$ cat src/rtl/asconp_iter.sv
// Iterative Ascon-p permutation core: UROL rounds per clock, 1..12 rounds per request.
// Define ASCONP_LUT_SBOX_EN to replace the boolean S-box with a register-programmable 32x5 table.

`ifdef ASCONP_LUT_SBOX_EN
package asconp_reg_pkg;
  typedef struct packed {
    logic        valid;
    logic        write;
    logic [31:0] addr;
    logic [31:0] wdata;
  } reg_req_t;

  typedef struct packed {
    logic        ready;
    logic        error;
    logic [31:0] rdata;
  } reg_rsp_t;
endpackage
`endif

module asconp_iter #(
  parameter int UROL = 1
) (
  input  logic        clk_i,
  input  logic        rst_i,
`ifdef ASCONP_LUT_SBOX_EN
  input  asconp_reg_pkg::reg_req_t sbox_reg_req_i,
  output asconp_reg_pkg::reg_rsp_t sbox_reg_rsp_o,
`endif
  input  logic        start_i,
  input  logic [3:0]  rounds_i,
  input  logic [63:0] x0_i,
  input  logic [63:0] x1_i,
  input  logic [63:0] x2_i,
  input  logic [63:0] x3_i,
  input  logic [63:0] x4_i,
  output logic        ready_o,
  output logic        valid_o,
  output logic [63:0] x0_o,
  output logic [63:0] x1_o,
  output logic [63:0] x2_o,
  output logic [63:0] x3_o,
  output logic [63:0] x4_o
);

  if (!(UROL == 1 || UROL == 2 || UROL == 3 || UROL == 4 || UROL == 6)) begin : g_bad_urol
    $error("asconp_iter: UROL must be one of 1,2,3,4,6");
  end

  localparam logic [3:0] UROL_W = 4'(UROL);

  typedef enum logic [1:0] {
    ST_IDLE = 2'd0,
    ST_RUN  = 2'd1,
    ST_DONE = 2'd2
  } state_e;

  state_e            state_q, state_d;
  logic [4:0][63:0]  x_q, x_d;
  logic [3:0]        rc_q, rc_d;
  logic [3:0]        rem_q, rem_d;
  logic              ready_q, ready_d;
  logic              valid_q, valid_d;
  logic [3:0]        nr_s;
  logic [4:0][63:0]  stage_s [UROL+1];

  function automatic logic [7:0] rc_f(input logic [3:0] r);
    return 8'hf0 - ({4'h0, r} * 8'h10) + {4'h0, r};
  endfunction

  function automatic logic [63:0] ror_f(input logic [63:0] v, input int unsigned n);
    return (v >> n) | (v << (64 - n));
  endfunction

  function automatic logic [4:0][63:0] linear_f(input logic [4:0][63:0] s);
    logic [4:0][63:0] o;
    o[0] = s[0] ^ ror_f(s[0], 19) ^ ror_f(s[0], 28);
    o[1] = s[1] ^ ror_f(s[1], 61) ^ ror_f(s[1], 39);
    o[2] = s[2] ^ ror_f(s[2], 1)  ^ ror_f(s[2], 6);
    o[3] = s[3] ^ ror_f(s[3], 10) ^ ror_f(s[3], 17);
    o[4] = s[4] ^ ror_f(s[4], 7)  ^ ror_f(s[4], 41);
    return o;
  endfunction

`ifdef ASCONP_LUT_SBOX_EN
  localparam logic [31:0][4:0] SBOX_INIT = {
    5'h17, 5'h0f, 5'h0a, 5'h16, 5'h19, 5'h01, 5'h0c, 5'h10,
    5'h18, 5'h11, 5'h0d, 5'h00, 5'h0e, 5'h07, 5'h13, 5'h1e,
    5'h1c, 5'h06, 5'h03, 5'h1d, 5'h12, 5'h08, 5'h05, 5'h1b,
    5'h02, 5'h09, 5'h15, 5'h1a, 5'h14, 5'h1f, 5'h0b, 5'h04
  };

  logic [31:0][4:0] lut_q, lut_d;
  logic             reg_err_s;

  // Bit i of x0 is the MSB of the table index and receives the MSB of the entry.
  function automatic logic [4:0][63:0] sbox_f(input logic [4:0][63:0] s,
                                               input logic [31:0][4:0] tbl);
    logic [4:0][63:0] o;
    logic [4:0]       idx;
    logic [4:0]       ent;
    o = s;
    for (int i = 0; i < 64; i++) begin
      idx = {s[0][i], s[1][i], s[2][i], s[3][i], s[4][i]};
      ent = tbl[idx];
      o[0][i] = ent[4];
      o[1][i] = ent[3];
      o[2][i] = ent[2];
      o[3][i] = ent[1];
      o[4][i] = ent[0];
    end
    return o;
  endfunction

  function automatic logic [4:0][63:0] round_f(input logic [4:0][63:0] s, input logic [3:0] r,
                                               input logic [31:0][4:0] tbl);
    logic [4:0][63:0] t;
    t    = s;
    t[2] = t[2] ^ {56'h0, rc_f(r)};
    return linear_f(sbox_f(t, tbl));
  endfunction

  // Register port: table writes and combinational read-back.
  always_comb begin
    reg_err_s = (sbox_reg_req_i.addr >= 32'h0000_0080);
    lut_d     = lut_q;
    if (sbox_reg_req_i.valid && sbox_reg_req_i.write && !reg_err_s) begin
      lut_d[sbox_reg_req_i.addr[6:2]] = sbox_reg_req_i.wdata[4:0];
    end else begin
      lut_d = lut_q;
    end
    sbox_reg_rsp_o.ready = 1'b1;
    sbox_reg_rsp_o.error = reg_err_s;
    sbox_reg_rsp_o.rdata = {27'h0, lut_q[sbox_reg_req_i.addr[6:2]]};
  end
`else
  function automatic logic [4:0][63:0] sbox_f(input logic [4:0][63:0] s);
    logic [63:0] a0, a1, a2, a3, a4, t0, t1, t2, t3, t4;
    a0 = s[0] ^ s[4];
    a1 = s[1];
    a2 = s[2] ^ s[1];
    a3 = s[3];
    a4 = s[4] ^ s[3];
    t0 = ~a0 & a1;
    t1 = ~a1 & a2;
    t2 = ~a2 & a3;
    t3 = ~a3 & a4;
    t4 = ~a4 & a0;
    a0 = a0 ^ t1;
    a1 = a1 ^ t2;
    a2 = a2 ^ t3;
    a3 = a3 ^ t4;
    a4 = a4 ^ t0;
    a1 = a1 ^ a0;
    a0 = a0 ^ a4;
    a3 = a3 ^ a2;
    a2 = ~a2;
    return {a4, a3, a2, a1, a0};
  endfunction

  function automatic logic [4:0][63:0] round_f(input logic [4:0][63:0] s, input logic [3:0] r);
    logic [4:0][63:0] t;
    t    = s;
    t[2] = t[2] ^ {56'h0, rc_f(r)};
    return linear_f(sbox_f(t));
  endfunction
`endif

  // Unrolled round chain; stages past the remaining count pass the state through.
  always_comb begin
    stage_s[0] = x_q;
    for (int k = 0; k < UROL; k++) begin
      if (4'(k) < rem_q) begin
`ifdef ASCONP_LUT_SBOX_EN
        stage_s[k+1] = round_f(stage_s[k], rc_q + 4'(k), lut_q);
`else
        stage_s[k+1] = round_f(stage_s[k], rc_q + 4'(k));
`endif
      end else begin
        stage_s[k+1] = stage_s[k];
      end
    end
  end

  // Next-state and datapath update for the IDLE/RUN/DONE sequencer.
  always_comb begin
    nr_s    = (rounds_i > 4'd12) ? 4'd12 : rounds_i;
    state_d = state_q;
    x_d     = x_q;
    rc_d    = rc_q;
    rem_d   = rem_q;
    ready_d = ready_q;
    valid_d = 1'b0;
    case (state_q)
      ST_IDLE: begin
        ready_d = 1'b1;
        if (start_i) begin
          x_d     = {x4_i, x3_i, x2_i, x1_i, x0_i};
          rc_d    = 4'd12 - nr_s;
          rem_d   = nr_s;
          ready_d = 1'b0;
          if (nr_s == 4'd0) begin
            state_d = ST_DONE;
            valid_d = 1'b1;
          end else begin
            state_d = ST_RUN;
          end
        end else begin
          state_d = ST_IDLE;
        end
      end
      ST_RUN: begin
        x_d     = stage_s[UROL];
        ready_d = 1'b0;
        if (rem_q <= UROL_W) begin
          rc_d    = rc_q + rem_q;
          rem_d   = 4'd0;
          state_d = ST_DONE;
          valid_d = 1'b1;
        end else begin
          rc_d    = rc_q + UROL_W;
          rem_d   = rem_q - UROL_W;
          state_d = ST_RUN;
        end
      end
      ST_DONE: begin
        state_d = ST_IDLE;
        ready_d = 1'b1;
      end
      default: begin
        state_d = ST_IDLE;
        ready_d = 1'b1;
      end
    endcase
  end

  // State registers with asynchronous reset.
  always_ff @(posedge clk_i or posedge rst_i) begin
    if (rst_i) begin
      state_q <= ST_IDLE;
      x_q     <= '0;
      rc_q    <= 4'd0;
      rem_q   <= 4'd0;
      ready_q <= 1'b1;
      valid_q <= 1'b0;
`ifdef ASCONP_LUT_SBOX_EN
      lut_q   <= SBOX_INIT;
`endif
    end else begin
      state_q <= state_d;
      x_q     <= x_d;
      rc_q    <= rc_d;
      rem_q   <= rem_d;
      ready_q <= ready_d;
      valid_q <= valid_d;
`ifdef ASCONP_LUT_SBOX_EN
      lut_q   <= lut_d;
`endif
    end
  end

  assign ready_o = ready_q;
  assign valid_o = valid_q;
  assign x0_o    = x_q[0];
  assign x1_o    = x_q[1];
  assign x2_o    = x_q[2];
  assign x3_o    = x_q[3];
  assign x4_o    = x_q[4];

endmodule

$ cat config.mk
export PLATFORM = sky130hd
export DESIGN_NAME = asconp_iter
export DESIGN_NICKNAME = d
export VERILOG_FILES = /design/src/rtl/asconp_iter.sv
export SDC_FILE = /design/constraint.sdc
export NUM_CORES = 2
export LEC_CHECK = 0
export BUFFER_PORTS_ARGS = -buffer_cell sky130_fd_sc_hd__buf_2
export CAP_MARGIN = 20
export CORE_ASPECT_RATIO = 0.7
export CORE_MARGIN = 2
export CORE_UTILIZATION = 45
export CTS_BUF_LIST = sky130_fd_sc_hd__clkbuf_16
export DETAILED_ROUTE_END_ITERATION = 12
export PLACE_DENSITY_LB_ADDON = 0.15
export RECOVER_POWER = 50
export SETUP_SLACK_MARGIN = 0.2
export SLEW_MARGIN = 25
export SYNTH_ARGS = -nofsm -noshare
export SYNTH_HDL_FRONTEND = slang
export SYNTH_SLANG_ARGS = --single-unit
$ cat constraint.sdc
create_clock -name clk_i -period 26 [get_ports clk_i]
set_input_delay 1.3 -clock clk_i [delete_from_list [all_inputs] [get_ports clk_i]]
set_output_delay 1.3 -clock clk_i [all_outputs]
set_load 0.005 [all_outputs]
# After elaboration in Yosys (flattened, before gate mapping)
# Cells that the tools add are included.
# word_totals
ff_bits	332
output_inout_bits	322
elab_cells	90
# classes
addsub	6
n_lt_le_gt_ge	3
n_eq_ne	3
mux	20
bitwise	43
n_reduce_logical	5
# op_table
op	count
$xor 64x64->64	21
$mux 320	2
$pmux 320 s2	1
$not 64->64	6
$and 64x64->64	5
$or 23x64->64	1
$or 25x64->64	1
$or 3x64->64	1
$or 36x64->64	1
$or 45x64->64	1
$or 47x64->64	1
$or 54x64->64	1
$or 57x64->64	1
$or 58x64->64	1
$or 63x64->64	1
$xor 64x8->64	1
$mux 4	5
$pmux 4 s2	2
$add 8x4->8	1
$sub 8x8->8 const A	1
$mux 2	3
$add 4x1->4 const B	1
$add 4x4->4	1
$gt 4x4->1 const B	1
other kinds (14)	19

# Depth between registers and ports, before layout
# depth
ltp_word	13
ltp_mapped	12
depth_no_buf	12

# Worst setup path after synthesis
# Ideal clock, no wire load.
# synth_path
kind	input to register
from	in start_i
to	reg x_q (netlist bit x1_o[20])
arrival_time_ns	2.570
path_slack_ns	23.288
stages	8
path_cell_list	nor2_1 > nor2_4 > inv_2 > a31o_2 > buf_6 > buf_2 > clkbuf_1 > a21oi_1
# synth_between
elab_chain_len	2
# synth_rtl
element	line_no	rtl
start: declaration	30	input logic start_i,
$ne 2x2->1 (no line)	--	
$reduce_and 3->1 (no line)	--	
end signal: assignment	241	x_q <= '0;
end signal: assignment	251	x_q <= x_d;
end: declaration	59	logic [4:0][63:0] x_q, x_d;
# No other way between the ends.
# A chain may end at the register's enable or synchronous reset.

==> flow_metrics.tcl <==
set metrics [dict create \
    vias_per_cell 5.86 \
    top_level_ports 649 \
    yosysTopAreaCellShare 0.280 \
    timing.final.ws_setup_ps 18900 \
    clockBufferDepth 3 \
    area_growth_pct 18.9 \
    tritoncts "done" \
    multi_input_area_um2 20300 \
    yosysWarnings 0 \
    cts_hold_buf 0 \
    gr-usage-all-layers 0.428 \
    yosys-top-cells-area "dfrtp_1 28%, xnor2_1 25%, xor2_1 6.3%" \
    overflow 0 \
    grt_max_degree 109 \
    worst_pin_slew_ps 4110 \
    drive_gt1_frac 0.177 \
    antenna_found_initial 9 \
    antenna_left 0 \
    violations "capacitance limit, slew limit" \
    wirelength_mm 149 \
    place_hpwl_mm 122 \
    fin_crit_sh 0.273 \
    setup_viol 0 \
    syn_inst 3377 \
    firstDrtPassIters 6 \
    synth_ff_type "dfrtp_1" \
    numCtsBuffers 40 \
    syn_area_per_cell_um2 8.73 \
    clk_latency_ps 600 \
    slew_headroom -1.74 \
    top_layer "met5" \
    pre_cts_slack_ps 21020 \
    maxCapViolations 6 \
    postCtsSetupRepairBufs 0 \
    die_w_um 310 \
    clk_pin_slew_ps 60 \
    dr_wl_met3_mm 16.4 \
    port_buffers 648 \
    fill_cells 6393 \
    crit_path_end_kind "asynchronous set/reset pin" \
    path_class "input pin to asynchronous set/reset pin" \
    skew_ps 23.4 \
    h-tree-depth 2 \
    setup_tns_ps 0 \
    fp.coreArea_um2 64800 \
    maxSlewViolCount 460 \
    dr.first_iter.drc_count 3577 \
    register_area_um2 8280 \
    nets 4440 \
    r2r_slack_ps 19880 \
    fmax_mhz 141 \
    ys_seq_area_frac 0.281 \
    cp.required_ps 25740 \
    met2_length_mm 62.4 \
    num_rows 78 \
    yosys.area.top_type "dfrtp_1" \
    yosysUniqueCellTypes 50 \
    worst-path-max-fanout 83 \
    synth-edff-count 0 \
    initial_core_util 0.455 \
    clock-sinks 331 \
    dr_total_vias 28593 \
    synth_nets 3840 \
    rsz0062_at_grt "false" \
    place.gp.congestion 1.04 \
    die_h_um 218 \
    grt_pass1_vias 26188 \
    syn_area_um2 29500 \
    dieArea_um2 67600 \
    hold_viol_final 0 \
    min_period_ps 7100 \
    start_kind "input pin" \
    hold_class "register to register" \
    remaining_drc_errors 0 \
    drt-met1-wl_mm 64.5 \
    cp.arrival_ps 6840 \
    cts_root_buffer "clkbuf_16" \
    outcome "finished with violations" \
    cts-resized-gates 0 \
    avgRoutedWirePerCell_um 30.5 \
    ys_seq_elements 331 \
    grt_pass1_wl_mm 201 \
    async_flop_share 1.00 \
    antenna_cells 0 \
]
==> stage by stage <==
stage	area, µm²	utilization	hold slack, ps	std cells
floorplan	29500	-	488	3377
global placement	33700	0.520	513	4813
detailed placement	33800	0.522	515	4813
CTS	35100	0.542	526	4881
global route	35100	0.541	540	4883
finish	35100	0.541	527	4883
==> routing by layer <==
| metal | track usage | vias up |
|---|---|---|
| met3 | 0.112 | 261 |
| met1 | 0.614 | 14250 |
| met5 | 0 | - |
| met4 | 0.136 | 8 |
| met2 | 0.622 | 1652 |
| li1 | - | 12422 |
==> area by class of cell <==
| type | count | area share |
|---|---|---|
| clock buffers | 41 | 0.0293 |
| clock inverters | 27 | 0.00796 |
| inverters | 160 | 0.0172 |
| multi-input cells | 2740 | 0.578 |
| flip-flops and latches | 331 | 0.236 |
| well taps | 880 | 0.0314 |
| repair buffers | 704 | 0.101 |
==> state kept, by name, indices dropped and copies added, names as in the netlist <==
name,count
x1_o,64
x2_o,64
x0_o,64
rem_q,4
rc_q,4
state_q,2
x4_o,64
x3_o,64
ready_o,1
==> logic make-up after synthesis <==
group | count (synthesis) | share of synthesized area
xor+xnor | 1106 | 0.348
mux | 77 | 0.0261
other cells | 1 | 0.000127
buf+inv | 306 | 0.0406
fa+ha+maj | 160 | 0.0661
flops | 331 | 0.281
simple gates | 752 | 0.119
compound gates | 644 | 0.119
==> layout by cell type (no fill, tap or decap), types with 142 or more instances in the layout <==
| cell | count |
|---|---|
| a21oi_1 | 304 |
| and3_1 | 185 |
| buf_2 | 526 |
| dfrtp_1 | 330 |
| inv_1 | 164 |
| nand2_1 | 295 |
| nor2_1 | 142 |
| o21ai_0 | 253 |
| xnor2_1 | 811 |
| xor2_1 | 211 |
==> path summary, 6_finish.rpt <==
kind | start | to | cells after the start
setup / recovery | rst_i | x3_o[53] | 3
hold / removal | x3_o[10] | x3_o[10] | 2
setup reg to reg | state_q[1] | x1_o[63] | 4
hold reg to reg | x3_o[10] | x3_o[10] | 2
max in group clk_i | state_q[1] | x1_o[63] | 4
min in group asynchronous | rst_i | x2_o[19] | 2
==> critical path: stages <==
cell and delay, ps:
buf_2 100, clkinvlp_2 2230, clkbuf_1 3020
==> synthesized netlist by cell type (19+ instances only) <==
cell type	count
a21o_1	21
a21oi_1	304
and3_1	185
buf_2	19
clkbuf_1	112
dfrtp_1	330
ha_1	135
inv_1	159
maj3_1	24
mux2i_1	77
nand2_1	295
nand3_1	79
nor2_1	142
o21ai_0	253
or3_1	20
xnor2_1	839
xnor2_2	28
xnor3_1	26
xor2_1	213
Power is not shown: default switching activity piles up to over one toggle a cycle in this logic, so the estimate is an artifact.
